<file path="src/rtl/freq_pkg.sv">
// Shared digit type and 7-segment codes for the frequency-meter display path.
// Segment bit order is {g,f,e,d,c,b,a}, active-high.
package freq_pkg;

   localparam int N_DIGITS = 5;

   typedef logic [4:0] digit_t;

   localparam logic [6:0] SEG_0    = 7'h3F;
   localparam logic [6:0] SEG_1    = 7'h06;
   localparam logic [6:0] SEG_2    = 7'h5B;
   localparam logic [6:0] SEG_3    = 7'h4F;
   localparam logic [6:0] SEG_4    = 7'h66;
   localparam logic [6:0] SEG_5    = 7'h6D;
   localparam logic [6:0] SEG_6    = 7'h7D;
   localparam logic [6:0] SEG_7    = 7'h07;
   localparam logic [6:0] SEG_8    = 7'h7F;
   localparam logic [6:0] SEG_9    = 7'h6F;
   localparam logic [6:0] SEG_DASH = 7'h40;

   // Anything outside 0..9 renders as a centre dash so bad data is visible.
   function automatic logic [6:0] bcd_to_seg(input digit_t d);
      logic [6:0] s;
      case (d)
         5'd0:    s = SEG_0;
         5'd1:    s = SEG_1;
         5'd2:    s = SEG_2;
         5'd3:    s = SEG_3;
         5'd4:    s = SEG_4;
         5'd5:    s = SEG_5;
         5'd6:    s = SEG_6;
         5'd7:    s = SEG_7;
         5'd8:    s = SEG_8;
         5'd9:    s = SEG_9;
         default: s = SEG_DASH;
      endcase
      return s;
   endfunction

endpackage

</file>
<file path="src/rtl/seg_decoder.sv">
// Combinational BCD to 7-segment decoder for the currently scanned digit.
module seg_decoder
   import freq_pkg::*;
(
   input  digit_t     i_digit,
   output logic [6:0] o_seg
);

   assign o_seg = bcd_to_seg(i_digit);

endmodule

</file>
<file path="src/rtl/display_varredura.sv">
// Multiplexed 5-digit 7-segment scanner; new values are swapped in only at a
// frame boundary so a frame never mixes old and new digits.
module display_varredura
   import freq_pkg::*;
#(
   parameter int SCAN_DIV = 1000
)
(
   input  logic                clk,
   input  logic                rst_n,
   input  logic                load,
   input  digit_t              digit0,
   input  digit_t              digit1,
   input  digit_t              digit2,
   input  digit_t              digit3,
   input  digit_t              digit4,
   input  logic                blank_en,
   output logic [6:0]          seg,
   output logic [N_DIGITS-1:0] an,
   output logic                frame_done
);

   localparam int              PC_W     = (SCAN_DIV > 1) ? $clog2(SCAN_DIV) : 1;
   localparam logic [PC_W-1:0] PC_LAST  = PC_W'(SCAN_DIV - 1);
   localparam logic [2:0]      IDX_LAST = 3'(N_DIGITS - 1);

   logic [PC_W-1:0]            r_pc;
   logic [2:0]                 r_idx;
   digit_t [N_DIGITS-1:0]      r_active;
   digit_t [N_DIGITS-1:0]      r_pending;
   logic                       r_pend;
   logic                       r_blank_en;

   digit_t [N_DIGITS-1:0]      w_load_digits;
   logic                       w_slot_end;
   logic                       w_boundary;
   logic [N_DIGITS-1:0]        w_lz;
   digit_t                     w_sel;
   logic [6:0]                 w_seg;
   logic                       w_blank;
   logic [N_DIGITS-1:0]        w_an_onehot;

   assign w_load_digits = {digit4, digit3, digit2, digit1, digit0};
   assign w_slot_end    = (r_pc == PC_LAST);
   assign w_boundary    = w_slot_end && (r_idx == IDX_LAST);
   assign frame_done    = w_boundary;

   always_ff @(posedge clk or negedge rst_n) begin
      if (!rst_n) begin
         r_pc  <= '0;
         r_idx <= '0;
      end else if (w_slot_end) begin
         r_pc  <= '0;
         r_idx <= (r_idx == IDX_LAST) ? 3'd0 : r_idx + 3'd1;
      end else begin
         r_pc  <= r_pc + 1'b1;
      end
   end

   // A load landing on the boundary itself bypasses pending so it is not
   // held back a whole frame.
   always_ff @(posedge clk or negedge rst_n) begin
      if (!rst_n) begin
         r_active  <= '0;
         r_pending <= '0;
         r_pend    <= 1'b0;
      end else if (w_boundary) begin
         if (load) begin
            r_active <= w_load_digits;
         end else if (r_pend) begin
            r_active <= r_pending;
         end
         r_pend <= 1'b0;
      end else if (load) begin
         r_pending <= w_load_digits;
         r_pend    <= 1'b1;
      end
   end

   always_ff @(posedge clk or negedge rst_n) begin
      if (!rst_n) begin
         r_blank_en <= 1'b0;
      end else if (w_slot_end) begin
         r_blank_en <= blank_en;
      end
   end

   // w_lz[i] is set when digit i and every digit above it are zero.
   always_comb begin
      logic zero_above;
      zero_above = 1'b1;
      w_lz       = '0;
      for (int i = N_DIGITS - 1; i >= 0; i--) begin
         zero_above = zero_above && (r_active[i] == '0);
         w_lz[i]    = zero_above;
      end
   end

   assign w_sel       = r_active[r_idx];
   assign w_blank     = r_blank_en && (r_idx != 3'd0) && w_lz[r_idx];
   assign w_an_onehot = {{(N_DIGITS-1){1'b0}}, 1'b1} << r_idx;

   seg_decoder u_seg_decoder (
      .i_digit (w_sel),
      .o_seg   (w_seg)
   );

   always_ff @(posedge clk or negedge rst_n) begin
      if (!rst_n) begin
         seg <= '0;
         an  <= '0;
      end else if (w_blank) begin
         seg <= '0;
         an  <= '0;
      end else begin
         seg <= w_seg;
         an  <= w_an_onehot;
      end
   end

endmodule

</file>
<file path="config.mk">
export PLATFORM = sky130hd
export DESIGN_NAME = display_varredura
export DESIGN_NICKNAME = d
export VERILOG_FILES = /design/src/rtl/freq_pkg.sv /design/src/rtl/seg_decoder.sv /design/src/rtl/display_varredura.sv
export SDC_FILE = /design/constraint.sdc
export NUM_CORES = 1
export LEC_CHECK = 0
export CAP_MARGIN = 20
export CORE_MARGIN = 2
export CORE_UTILIZATION = 46
export CTS_BUF_LIST = sky130_fd_sc_hd__clkbuf_4 sky130_fd_sc_hd__clkbuf_8
export DETAILED_ROUTE_END_ITERATION = 12
export MAX_ROUTING_LAYER = met4
export PLACE_DENSITY = 0.67
export SYNTH_ARGS = -nofsm -noshare
export SYNTH_HDL_FRONTEND = slang
export SYNTH_SLANG_ARGS = --single-unit
</file>
<file path="constraint.sdc">
create_clock -name clk -period 2.95 [get_ports clk]
set_clock_uncertainty 0.15 [all_clocks]
set_input_delay 0.4425 -clock clk [delete_from_list [all_inputs] [get_ports clk]]
set_output_delay 0.4425 -clock clk [all_outputs]
set_load 0.02 [all_outputs]
</file>
== Word-level counts from Yosys, hierarchy flattened ==
Memories as Yosys holds them, arrays and structs flattened.
Cells that the tools add are included.
Storage, ports and cells
  flip-flop bits (word level): 77
  bits in latches: 0
  RAM bits: 0
  ROM bits: 112
  input bits: 29
  output and inout bits: 13
  logic and storage cells: 54
  memories kept: 1
Cells by class
  $add $sub $neg: 2
  multipliers: 0
  div/mod/pow operators: 0
  magnitude comparators: 1
  equal/unequal tests: 2
  shift-type cells: 1
  muxes and demuxes: 13
  bitwise logic cells: 1
  reduce and logical (&&, ||, !) cells: 17
Memory list
  (no name shown): depth 16, bits a word 7, read ports 1, clocked after Yosys merged registers in 0, wr ports 0, RTL line freq_pkg.sv:24  | case (d)
Operators with widths (number)
  two-way mux 25 bit: 2
  zero test 5 bit: 5
  binary-select mux 5 bit (select 3 bit): 1
  two-way mux 7 bit: 2
  adder 10 x 1 -> 10 bit (second input constant): 1
  == test 10 bit (second input constant): 1
  two-way mux 10 bit: 1
  two-way mux 5 bit: 2
  logical AND 1 bit: 7
  left shift 1 x 3 -> 5 bit (first input constant): 1
  less-than comparator 3 x 4 -> 1 bit (second input constant): 1
  AND reduction 2 bit: 2
  nonzero test 2 bit: 2
  adder 3 x 1 -> 3 bit (second input constant): 1
  binary-select mux 1 bit (select 3 bit): 1
  == test 3 bit (second input constant): 1
  two-way mux 1 bit: 3
  two-way mux 3 bit: 1
  nonzero test 3 bit: 1
  NOT 1 bit: 1

== Longest topological paths before layout ==
Gate-level depths: netlist of run 1.
  depth after elaboration: 9
  depth in mapped cells: 10
  mapped depth without buffers: 9

== Modules after synthesis ==
From an unflattened synthesis of run 1, not the netlist that was laid out.
Second synthesis, totals
  cell total of the unflattened synthesis: 307
  area total of the unflattened synthesis: 3915.0 sq um
Modules (own cells, without submodules)
  display_varredura: instances 1, cells each 273, area each 3686.0 sq um, sequential area each 1926.8 sq um
  seg_decoder: instances 1, cells each 34, area each 229.0 sq um, sequential area each 0.0 sq um

== Worst setup path before layout of run 1 ==
OpenSTA, ideal clock, no wires.
  kind: register to register
  from: reg r_idx[1]
  to: reg seg[0]
  library setup time: 0.078 ns
  data arrival time: 1.858 ns
  data required time: 2.722 ns
  path slack: 0.864 ns
  stages on the path, launching flop included: 9
  buffers on the path: 1
  clock period less this slack: 2.086 ns
  path through: dfrtp_1 -> buf_4 -> mux2_2 -> a21oi_1 -> o21a_1 -> inv_1 -> ha_1 -> mux2_2 -> a21oi_1
On the way
  longest elaborated chain between the ends: 5
  elaborated cells on any way between the ends: 10
  classes of those cells: 6 x mux; 3 x reduce/logical; 1 x memory
RTL lines
  start, declared: RTL line display_varredura.sv:28  | logic [2:0] r_idx;
  start signal, assigned: RTL line display_varredura.sv:54  | r_idx <= (r_idx == IDX_LAST) ? 3'd0 : r_idx + 3'd1;
  binary-select mux 5 bit (select 3 bit): RTL line display_varredura.sv:99  | assign w_sel = r_active[r_idx];
  two-way mux 5 bit (not written as such): RTL line display_varredura.sv:99
  memory read (16 x 7 bit)
  two-way mux 7 bit: RTL line freq_pkg.sv:24
  two-way mux 7 bit *: RTL line display_varredura.sv:112  | end else if (w_blank) begin
  end signal, assigned: RTL line display_varredura.sv:116  | seg <= w_seg;
  end, declared: RTL line display_varredura.sv:18  | output logic [6:0] seg,
Mark *: on every way between the ends. The rest lies on a longest branch, timed or not. The select of a mux whose other input is x is not followed.
A chain may end at the register's enable or synchronous reset.

== Worst setup path in the final report of run 1 ==
  from: reg r_pc[0]
  to: reg r_pending[10] (netlist bit)
On the way
  longest elaborated chain between the ends: 4
RTL lines
  start, declared: RTL line display_varredura.sv:27  | logic [PC_W-1:0] r_pc;
  start signal, assigned: RTL line display_varredura.sv:56  | r_pc <= r_pc + 1'b1;
  == test 10 bit: RTL line display_varredura.sv:44  | assign w_slot_end = (r_pc == PC_LAST);
  logical AND 1 bit: RTL line display_varredura.sv:45  | assign w_boundary = w_slot_end && (r_idx == IDX_LAST);
  NOT 1 bit (no source line)
  AND reduction 2 bit (no source line)
  end signal, assigned: RTL line display_varredura.sv:75  | r_pending <= w_load_digits;
  end, declared: RTL line display_varredura.sv:30  | digit_t [N_DIGITS-1:0] r_pending;
Every way passes these cells.

==> results of run 1 <==
[worst max-delay path: cells and delay by family (launching register included)]
kind	cells	cell delay [ns]
compound gates	1	0.70
simple gates	2	0.47
mux	1	0.41
flops	1	0.39
fa+ha+maj	1	0.24
[final cells by class]
| cell class | instances | area share [%] |
|---|---|---|
| flip-flops and latches | 77 | 43.7 |
| multi-input cells | 222 | 37.9 |
| repair buffers | 45 | 10.3 |
| clock buffers | 12 | 3.60 |
| well taps | 102 | 2.89 |
| clock inverters | 3 | 1.02 |
| inverters | 8 | 0.680 |
[where the power goes]
group / switching, W / total, W / internal, W / leakage, nW
logic: 0.000125 / 0.000264 / 0.000139 / 0.899
registers: 0.0000372 / 0.00116 / 0.00112 / 0.938
clock network: 0.000368 / 0.000810 / 0.000442 / 0.0981
[kinds of logic after synthesis]
kind of cell | share of synthesized area (%)
muxes | 18.2
xor gates and xnor gates | 1.42
adders and majority gates | 3.37
AOI/OAI and AO/OA | 9.37
DFF | 51.9
buffers and inverters | 3.23
and+or+nand+nor | 12.5
[routing by layer]
layer	vias to the layer above	global-route usage [%]	routed length, um
met5	-	-	0
met4	0	4.95	87
met3	8	5.86	290
met2	58	28.4	3300
met1	1173	20.7	3010
li1	1226	-	-
[cell usage after synthesis (3+ instances only)]
cell type / n
inv_1: 8
nand2_1: 10
nand3_1: 7
mux2_2: 25
o41ai_1: 4
buf_6: 3
a21oi_1: 33
clkbuf_1: 3
nor2_1: 42
and2_1: 3
mux2i_1: 35
ha_1: 10
xor2_1: 4
a22oi_1: 3
o21ai_0: 5
buf_2: 6
dfrtp_1: 77
o22ai_1: 4
[flip-flops by register name, summed over array words and instances (netlist names)]
name,cells
an,5
r_active,25
r_blank_en,1
r_idx,3
r_pc,10
r_pend,1
r_pending,25
seg,7
[worst max-delay path by stage]
stage / from / endpoint / cells after the start
floorplan: r_idx[1] / seg[0] / 8
global placement: r_pc[0] / frame_done / 5
detailed placement: r_pc[0] / r_pending[10] / 5
CTS: r_pc[0] / frame_done / 5
global route: r_pc[0] / r_pending[21] / 5
finish: r_pc[0] / r_pending[10] / 5
[through the flow]
step | hold slack, ns | setup WS, ns
final | 0.0811 | 0.457
after detailed placement | 0.316 | 0.427
after global placement | 0.295 | 0.516
after floorplan | -0.00309 | 0.864
after global routing | 0.140 | 0.279
after CTS | 0.119 | 0.0533
==> results.md, run 1 <==
- Status: finished clean
- Share of cells above drive strength 1: 16.3%
- Slew margin rel.: a little under two fifths
- Total Power: 0.00223 W
- Multi-input gate area: about 0.0017 mm^2
- Post-Syn Area: approximately 0.0037 mm^2
- I/O pin cnt: 42
- Top cell type's share of synthesized area: ~52%
- Initial antenna violation count: 0
- Most frequent cells in the layout: dfrtp_1 (77), nor2_1 (42), clkdlybuf4s50_1 (39), mux2i_1 (35), a21oi_1 (33)
- Crit. End Element: flip-flop
- Final Net Count: roughly 400
- Post-Syn Nets: 360
- Largest cells by area after synthesis: dfrtp_1 (52%), mux2i_1 (9.4%), mux2_2 (7.6%)
- Slew Viols, Final: 0
- Final WL: about 6700 um
- GRT Overall Usage: between 10% and 20%
- Grt total ovfl: 0
- CTS Hold Buffers Added: 0
- Post-CTS setup buffers: 0
- Post-synth EDFFs: 0
- Worst-Margin Slew: 0.938 ns
- Worst setup SP type: flip-flop
- Synthesized flop and latch total: 77
- Synth Warn #: 0
- Synth cell types: 48
- Vias: approximately 2.5k
- Fillers: slightly below 700
- First-pass GRT wire length: about 12000 um
- DR pass1 iterations: 4
- Syn Area/Cell: between 10 and 15 um^2
- Placed cell area: 0.00421 mm^2
- Critical-path top delay cell: o21ai_4
- Placed cell count: 454
- Max Fclk: 401 MHz
- Syn Inst Count: 321
- Die W: approximately 94 um
- CTS max path bufs: 2
- Critical-path cell list: ha_1, and4bb_2, nand3_2, o21ai_4, mux2_2
- Critical path class: reg -> reg
- RR Startpoint: r_pc[0]
- Clock period minus worst slack: 2.49 ns
- Sum Neg Setup Slack: 0 ns
- Final hold vios: 0
- Total CTS buffers: 9
- Die area: around 0.0088 mm^2
- H-Tree Level Count: 3
- DR WL/cell: about 14 um
- Commonest non-fill, non-tap cell in the layout: dfrtp_1
- RSZ-0062 raised after global routing: false
- I/O Buffers: 41
- Sequential element share of the synthesized area: roughly 52%
- Row cnt: 32
- Synth area leader: dfrtp_1
- Pin count of the biggest net entering global routing: 78
- Max rail drop VDD: approximately 0.29 mV
- CTS tree: yes
- Synth async-reset ratio: between 90% and 100%
- CP arrival: 2.58 ns
- Max FO, Critical Path: 25
- Clk Latency, worst-skew pair: 0.35 ns
- Clk sink count: between 70 and 80
- Area Growth Syn to Fin: 18.9%
- Final Cell Area: between 0.004 and 0.005 mm^2
- P_leak: ~1.9 nW
- Post_cts resized: 0
- HP Class: in -> async
- WP data required: approximately 3.0 ns
- PwrDens: a little over 500 mW/mm^2
- Reg2reg end: r_pending[10]
- Slowest cell delay on critical path: about 0.70 ns
- DRT iter0 DRCs: 117
- Max Cap Viol: 0
- Final Cycle Share: between 80% and 90%
- Starting Density: ~48%
- Worst Reg-to-Reg Cells: 5
- Primary FF master, synth: dfrtp_1
- DP HPWL: roughly 4600 um
- Fin util: a little under three fifths
- Vias per inst: ~5.3
- FF+latch area: between 0.0015 and 0.002 mm^2
- Antenna Nets Post-Route: 0
- Worst R2R Setup Slack: around 0.46 ns
- Placer Congestion: a little under 0.9
- Die height: roughly 94 um
- Clk slew on worst S/H paths: approximately 0.080 ns
- Non-Filler Instances: about 470
- # DRC: 0
- Diodes inserted: 0
- Final setup viols: 0
- CTS root buf: clkbuf_8
- Core area: between 0.007 and 0.008 mm^2
- Vias in the first global route: approximately 2.5k
(Power assumes the default switching activity.)
==> run 2, diff against run 1 <==
PLACE_DENSITY = 0.7   (was 0.67)
clock period = 2.1 ns   (was 2.95 ns; I/O delays follow)
==> run 2 against run 1 <==
Net effect:
- clock power is 38% higher
- wire length is 13% higher
- register-to-register slack worse by 0.41 ns
- largest power group unchanged
- setup slack worse by 0.41 ns
- count of clock-buffer cells in the layout is 2 lower
- final area is 6.8% higher
- worst hold slack better by 0.17 ns
- maximum frequency is 21% higher
- non-clock buffer count is 27 higher
- sequential cell count stayed put
- sequential share of layout area is 2.8 points lower
==> results.md, run 2 (synthesis gave the netlist of run 1 again) <==
- HP Class: in -> async
- Vias in the first global route: 2614 (+5.1%)
- Die W: 93.9 um (unchanged)
- Non-Filler Instances: 497 (+6.0%)
- DR WL/cell: 15.2 um (+6.8%)
- Pin count of the biggest net entering global routing: 54 (-31%)
- Placed cell count: 478 (+5.3%)
- GRT Overall Usage: 19.6% (+2.2 points)
- # DRC: 0 (unchanged)
- Final Cycle Share: 97.8% (+13 points)
- WP data required: 2.19 ns (-0.84 ns)
- CTS max path bufs: 2 (unchanged)
- Min Hold Slack: 0.251 ns (+0.170 ns)
- DR pass1 iterations: 5 (+1)
- Crit. End Element: flip-flop
- Vias: 2611 (+5.9%)
- Clk sink count: 77 (unchanged)
- Final hold vios: 0 (unchanged)
- Final WL: 7580 um (+13%)
- Vias per inst: 5.25 (about the same)
- Final Net Count: 429 (+6.7%)
- Final setup viols: 0 (unchanged)
- Max Cap Viol: 0 (unchanged)
- Worst R2R Setup Slack: 0.05 ns (-0.41 ns)
- Max rail drop VDD: 0.446 mV (+56%)
- Row cnt: 32 (unchanged)
- DRT iter0 DRCs: 134 (+15%)
- CTS tree: yes
- Commonest non-fill, non-tap cell in the layout: dfrtp_1
- I/O pin cnt: 42 (unchanged)
- Share of cells above drive strength 1: 25.1% (+8.7 points)
- Max Fclk: 487 MHz (+21%)
- Core area: 0.00777 mm^2 (unchanged)
- Die area: 0.00881 mm^2 (unchanged)
- RR Startpoint: r_idx[0]
- First-pass GRT wire length: 12800 um (+11%)
- Diodes inserted: 0 (unchanged)
- Placer Congestion: 0.911 (+2.5%)
- Critical path class: reg -> reg
- Slew margin rel.: 70.7% (+33 points)
- P_leak: 2.07 nW (+7.0%)
- Clk Latency, worst-skew pair: 0.35 ns (about the same)
- H-Tree Level Count: 3 (unchanged)
- Reg2reg end: seg[3]
- Most frequent cells in the layout: dfrtp_1 (76), nor2_1 (42), clkdlybuf4s50_1 (39), mux2i_1 (34), a21oi_1 (31)
- Antenna Nets Post-Route: 0 (unchanged)
- Max FO, Critical Path: 3 (-88%)
- CTS root buf: clkbuf_8
- PwrDens: 671 mW/mm^2 (+33%)
- Clk slew on worst S/H paths: 0.08 ns (about the same)
- Clock period minus worst slack: 2.05 ns (-0.439 ns)
- Total CTS buffers: 9 (unchanged)
- RSZ-0062 raised after global routing: true
- Worst-Margin Slew: 0.439 ns (-0.499 ns)
- Largest regs: r_active (25), r_pending (25), r_pc (10)
- DP HPWL: 5380 um (+16%)
- Worst setup SP type: flip-flop
- Die height: 93.9 um (unchanged)
- Area Growth Syn to Fin: 27.0%
- Starting Density: 47.8% (unchanged)
- Status: finished clean
- I/O Buffers: 41 (unchanged)
- Slew Viols, Final: 0 (unchanged)
- CP arrival: 2.14 ns (-0.44 ns)
- Initial antenna violation count: 0 (unchanged)
- Grt total ovfl: 0 (unchanged)
- Worst Reg-to-Reg Cells: 6 (+1)
- Total Power: 0.00316 W (+42%)
[run 2: cell count changes in the layout (fill, tap and decap cells not counted), moves of 2 or more]
cell	change
clkinv_2	+2
a22oi_1	-2
a21oi_1	-2
clkbuf_8	-2
a21oi_2	+2
ha_1	-2
buf_4	+21
a22oi_2	+2
buf_12	+3
buf_6	+3
[run 2: metal layers]
layer,track usage [%],wire [um]
met5,-,0
met4,6.76,116
met3,4.65,224
met2,31.0,3660
met1,24.9,3570
[run 2: worst max-delay path by stage]
stage	endpoint	cells past startpoint	startpoint
after global routing	seg[3]	6	r_idx[0]
after floorplan	seg[0]	8	r_idx[1]
after detailed placement	frame_done	5	r_pc[0]
after CTS	frame_done	5	r_pc[0]
final	seg[3]	6	r_idx[0]
after global placement	frame_done	5	r_pc[0]
[run 2: final cells by class]
class	count	area, um^2
Tap cell	102	128
Timing Repair Buffer	72	702
Inverter	8	30.0
Sequential cell	77	1930
Clock buffer	10	131
Multi-Input combinational cell	222	1730
Fill cell	662	3050
Clock inverter	6	63.8
[run 2: power by group]
part	leakage [nW]	internal, W	switching [W]
clock	0.0957	0.000560	0.000555
combinational	1.04	0.000224	0.000191
sequential	0.937	0.00158	0.0000555
total	2.07	0.00236	0.000801
[run 2: repair_timing]
action	in CTS	in global routing
hold endpoints to repair	24	0
setup endpoints to repair	1	13
gates cloned	0	0
pin swaps	0	6
hold buffers	1	0
setup buffers	0	2
gates resized for setup	4	17
[run 2: stage by stage]
step / setup slack, ns / utilization [%] / cell area (um^2) / setup TNS (ns)
after floorplan: 0.0140 / - / 3710 / 0
after global placement: 0.0762 / 57.0 / 4430 / 0
after detailed placement: -0.00685 / 57.0 / 4430 / -0.00685
after CTS: 0.0417 / 59.6 / 4630 / 0
after global routing: -0.0476 / 60.7 / 4710 / -0.0883
final: 0.0460 / 60.7 / 4710 / 0
[run 2: worst max-delay path: stages, from the launching register on]
cell and delay, ns:
dfrtp_1 0.40, mux4_2 0.54, a22oi_2 0.25, buf_4 0.17, ha_4 0.19, mux2i_1 0.15, a21oi_1 0.08
==> run 3, diff against run 2 <==
REMOVE_ABC_BUFFERS = 1   (was unset)
==> run 3 against run 2 <==
Net effect:
- clock power decreased by 11%
- largest cell class unchanged
- wire length fell by 8.2%
- combinational power decreased by 5.5%
- sequential cell count is the same
- highest routed layer unchanged
==> results.md, run 3 (synthesis gave the netlist of run 1 again) <==
- Vias in the first global route: 2574 (-1.5%)
- P_leak: 2.06 nW (-0.73%)
- Final setup viols: 0 (unchanged)
- Met3 wire len: 273 um (+22%)
- Worst setup SP type: flip-flop
- CTS tree: yes
- Slew Viols, Final: 0 (unchanged)
- Clk slew on worst S/H paths: 0.07 ns (about the same)
- GRT Overall Usage: 18.1% (-1.5 points)
- Starting Density: 47.8% (unchanged)
- CTS max path bufs: 2 (unchanged)
- Critical path class: reg -> reg
- Die W: 93.9 um (unchanged)
- # DRC: 0 (unchanged)
- Clk Latency, worst-skew pair: 0.34 ns (about the same)
- WL met1: 3230 um (-9.6%)
- HP Class: in -> async
- Final hold vios: 0 (unchanged)
- Min Hold Slack: 0.306 ns (+0.0548 ns)
- CTS root buf: clkbuf_8
- Vias per inst: 5.17 (-1.6%)
- DRT iter0 DRCs: 114 (-15%)
- Status: finished clean
- Fin util: 59.6% (-1.1 points)
- Most frequent cells in the layout: dfrtp_1 (77), nor2_1 (41), clkdlybuf4s50_1 (39), mux2i_1 (35), a21oi_1 (32)
- Max Cap Viol: 0 (unchanged)
- Largest regs: r_active (25), r_pending (25), r_pc (10)
- Die area: 0.00881 mm^2 (unchanged)
- Final Cell Area: 0.00463 mm^2 (-1.8%)
- DP HPWL: 5140 um (-4.5%)
- H-Tree Level Count: 3 (unchanged)
- PwrDens: 652 mW/mm^2 (-2.8%)
- Highest metal used: met4
- Total CTS buffers: 9 (unchanged)
- Initial antenna violation count: 0 (unchanged)
- Placed cell area: 0.00441 mm^2 (-0.28%)
- Max Fclk: 491 MHz (+0.82%)
- Antenna Nets Post-Route: 0 (unchanged)
- Slew margin rel.: 69.6% (-1.1 points)
- RSZ-0062 raised after global routing: true
- Worst-Margin Slew: 0.456 ns (+0.0170 ns)
- Vias: 2559 (-2.0%)
- Final WL: 6950 um (-8.2%)
- Final Net Count: 428 (-0.23%)
- Max FO, Critical Path: 8 (+5)
- First-pass GRT wire length: 12000 um (-6.7%)
- Die height: 93.9 um (unchanged)
- I/O Buffers: 41 (unchanged)
- Pin count of the biggest net entering global routing: 51 (-5.6%)
- CP arrival: 2.13 ns (about the same)
- Area Growth Syn to Fin: 24.6%
- Worst slack at placement: 0.0401 ns (+0.0469 ns)
- Commonest non-fill, non-tap cell in the layout: dfrtp_1
- Clock period minus worst slack: 2.04 ns (-0.0167 ns)
- DR pass1 iterations: 4 (-1)
- Core area: 0.00777 mm^2 (unchanged)
- Share of cells above drive strength 1: 22.6% (-2.4 points)
- Max rail drop VDD: 0.335 mV (-25%)
- Placed cell count: 478 (unchanged)
- Met2 wire length: 3250 um (-11%)
- Final worst slack: 0.0626 ns (+0.0167 ns)
- Placer Congestion: 0.932 (+2.2%)
- Non-Filler Instances: 495 (-0.40%)
- Final Cycle Share: 97.0% (-0.79 points)
- Grt total ovfl: 0 (unchanged)
- Diodes inserted: 0 (unchanged)
- WP data required: 2.19 ns (about the same)
- Crit. End Element: flip-flop
- I/O pin cnt: 42 (unchanged)
- DR WL/cell: 14.0 um (-7.9%)
- Row cnt: 32 (unchanged)
- Clk sink count: 77 (unchanged)
==> run 3: metal layers <==
layer / vias to the layer above / track usage [%]
met5: - / -
met4: 0 / 9.54
met3: 18 / 4.65
met2: 54 / 27.3
met1: 1214 / 22.6
li1: 1273 / -
==> run 3: path summary, 6_finish.rpt <==
| check | from | cells after the start | end | slack, ns |
|---|---|---|---|---|
| max in group asynchronous | rst_n | 3 | r_active[14] | 0.92 |
| min in group clk | r_pending[4] | 1 | r_pending[4] | 0.34 |
| worst max register to register | r_idx[1] | 6 | an[2] | 0.06 |
| worst max-delay path | r_idx[1] | 6 | an[2] | 0.06 |
| worst min register to register | r_pending[4] | 1 | r_pending[4] | 0.34 |
| worst min-delay path | rst_n | 2 | r_pc[8] | 0.31 |
==> run 3: area by class of cell <==
cell class                      instances  area, um^2
Fill cell                             651        3140
Sequential cell                        77        1930
Multi-Input combinational cell        222        1680
Timing Repair Buffer                   71         689
Clock buffer                           13         160
Tap cell                              102         128
Inverter                                8        30.0
Clock inverter                          2        10.0
==> run 3: per-stage QoR <==
step	setup TNS [ns]	total power (W)
after CTS	0	0.00305
after floorplan	-29.21	0.00185
after detailed placement	0	0.00205
final	0	0.00302
after global routing	-0.0646	0.00316
after global placement	0	0.00204
==> run 3: power breakdown <==
group | switching [W] | internal, W | total [W]
sequential | 0.0000521 | 0.00158 | 0.00163
combinational | 0.000179 | 0.000213 | 0.000392
clock | 0.000504 | 0.000492 | 0.000995
==> run 3: timing repair <==
action                                 CTS  global route
resized for setup                        4             9
cloned                                   0             0
buffers inserted                         0             1
endpoints found under the hold margin   35             0
setup endpoints to repair                1            30
pin swaps                                0             2
hold buffers                             1             0
==> run 3: critical path, cell delays in order, from the launching register on <==
cell      delay [ns]
dfrtp_1         0.44
buf_4           0.20
or4_4           0.48
nor4_2          0.14
o2111a_2        0.28
nor2_1          0.06
and2_1          0.17
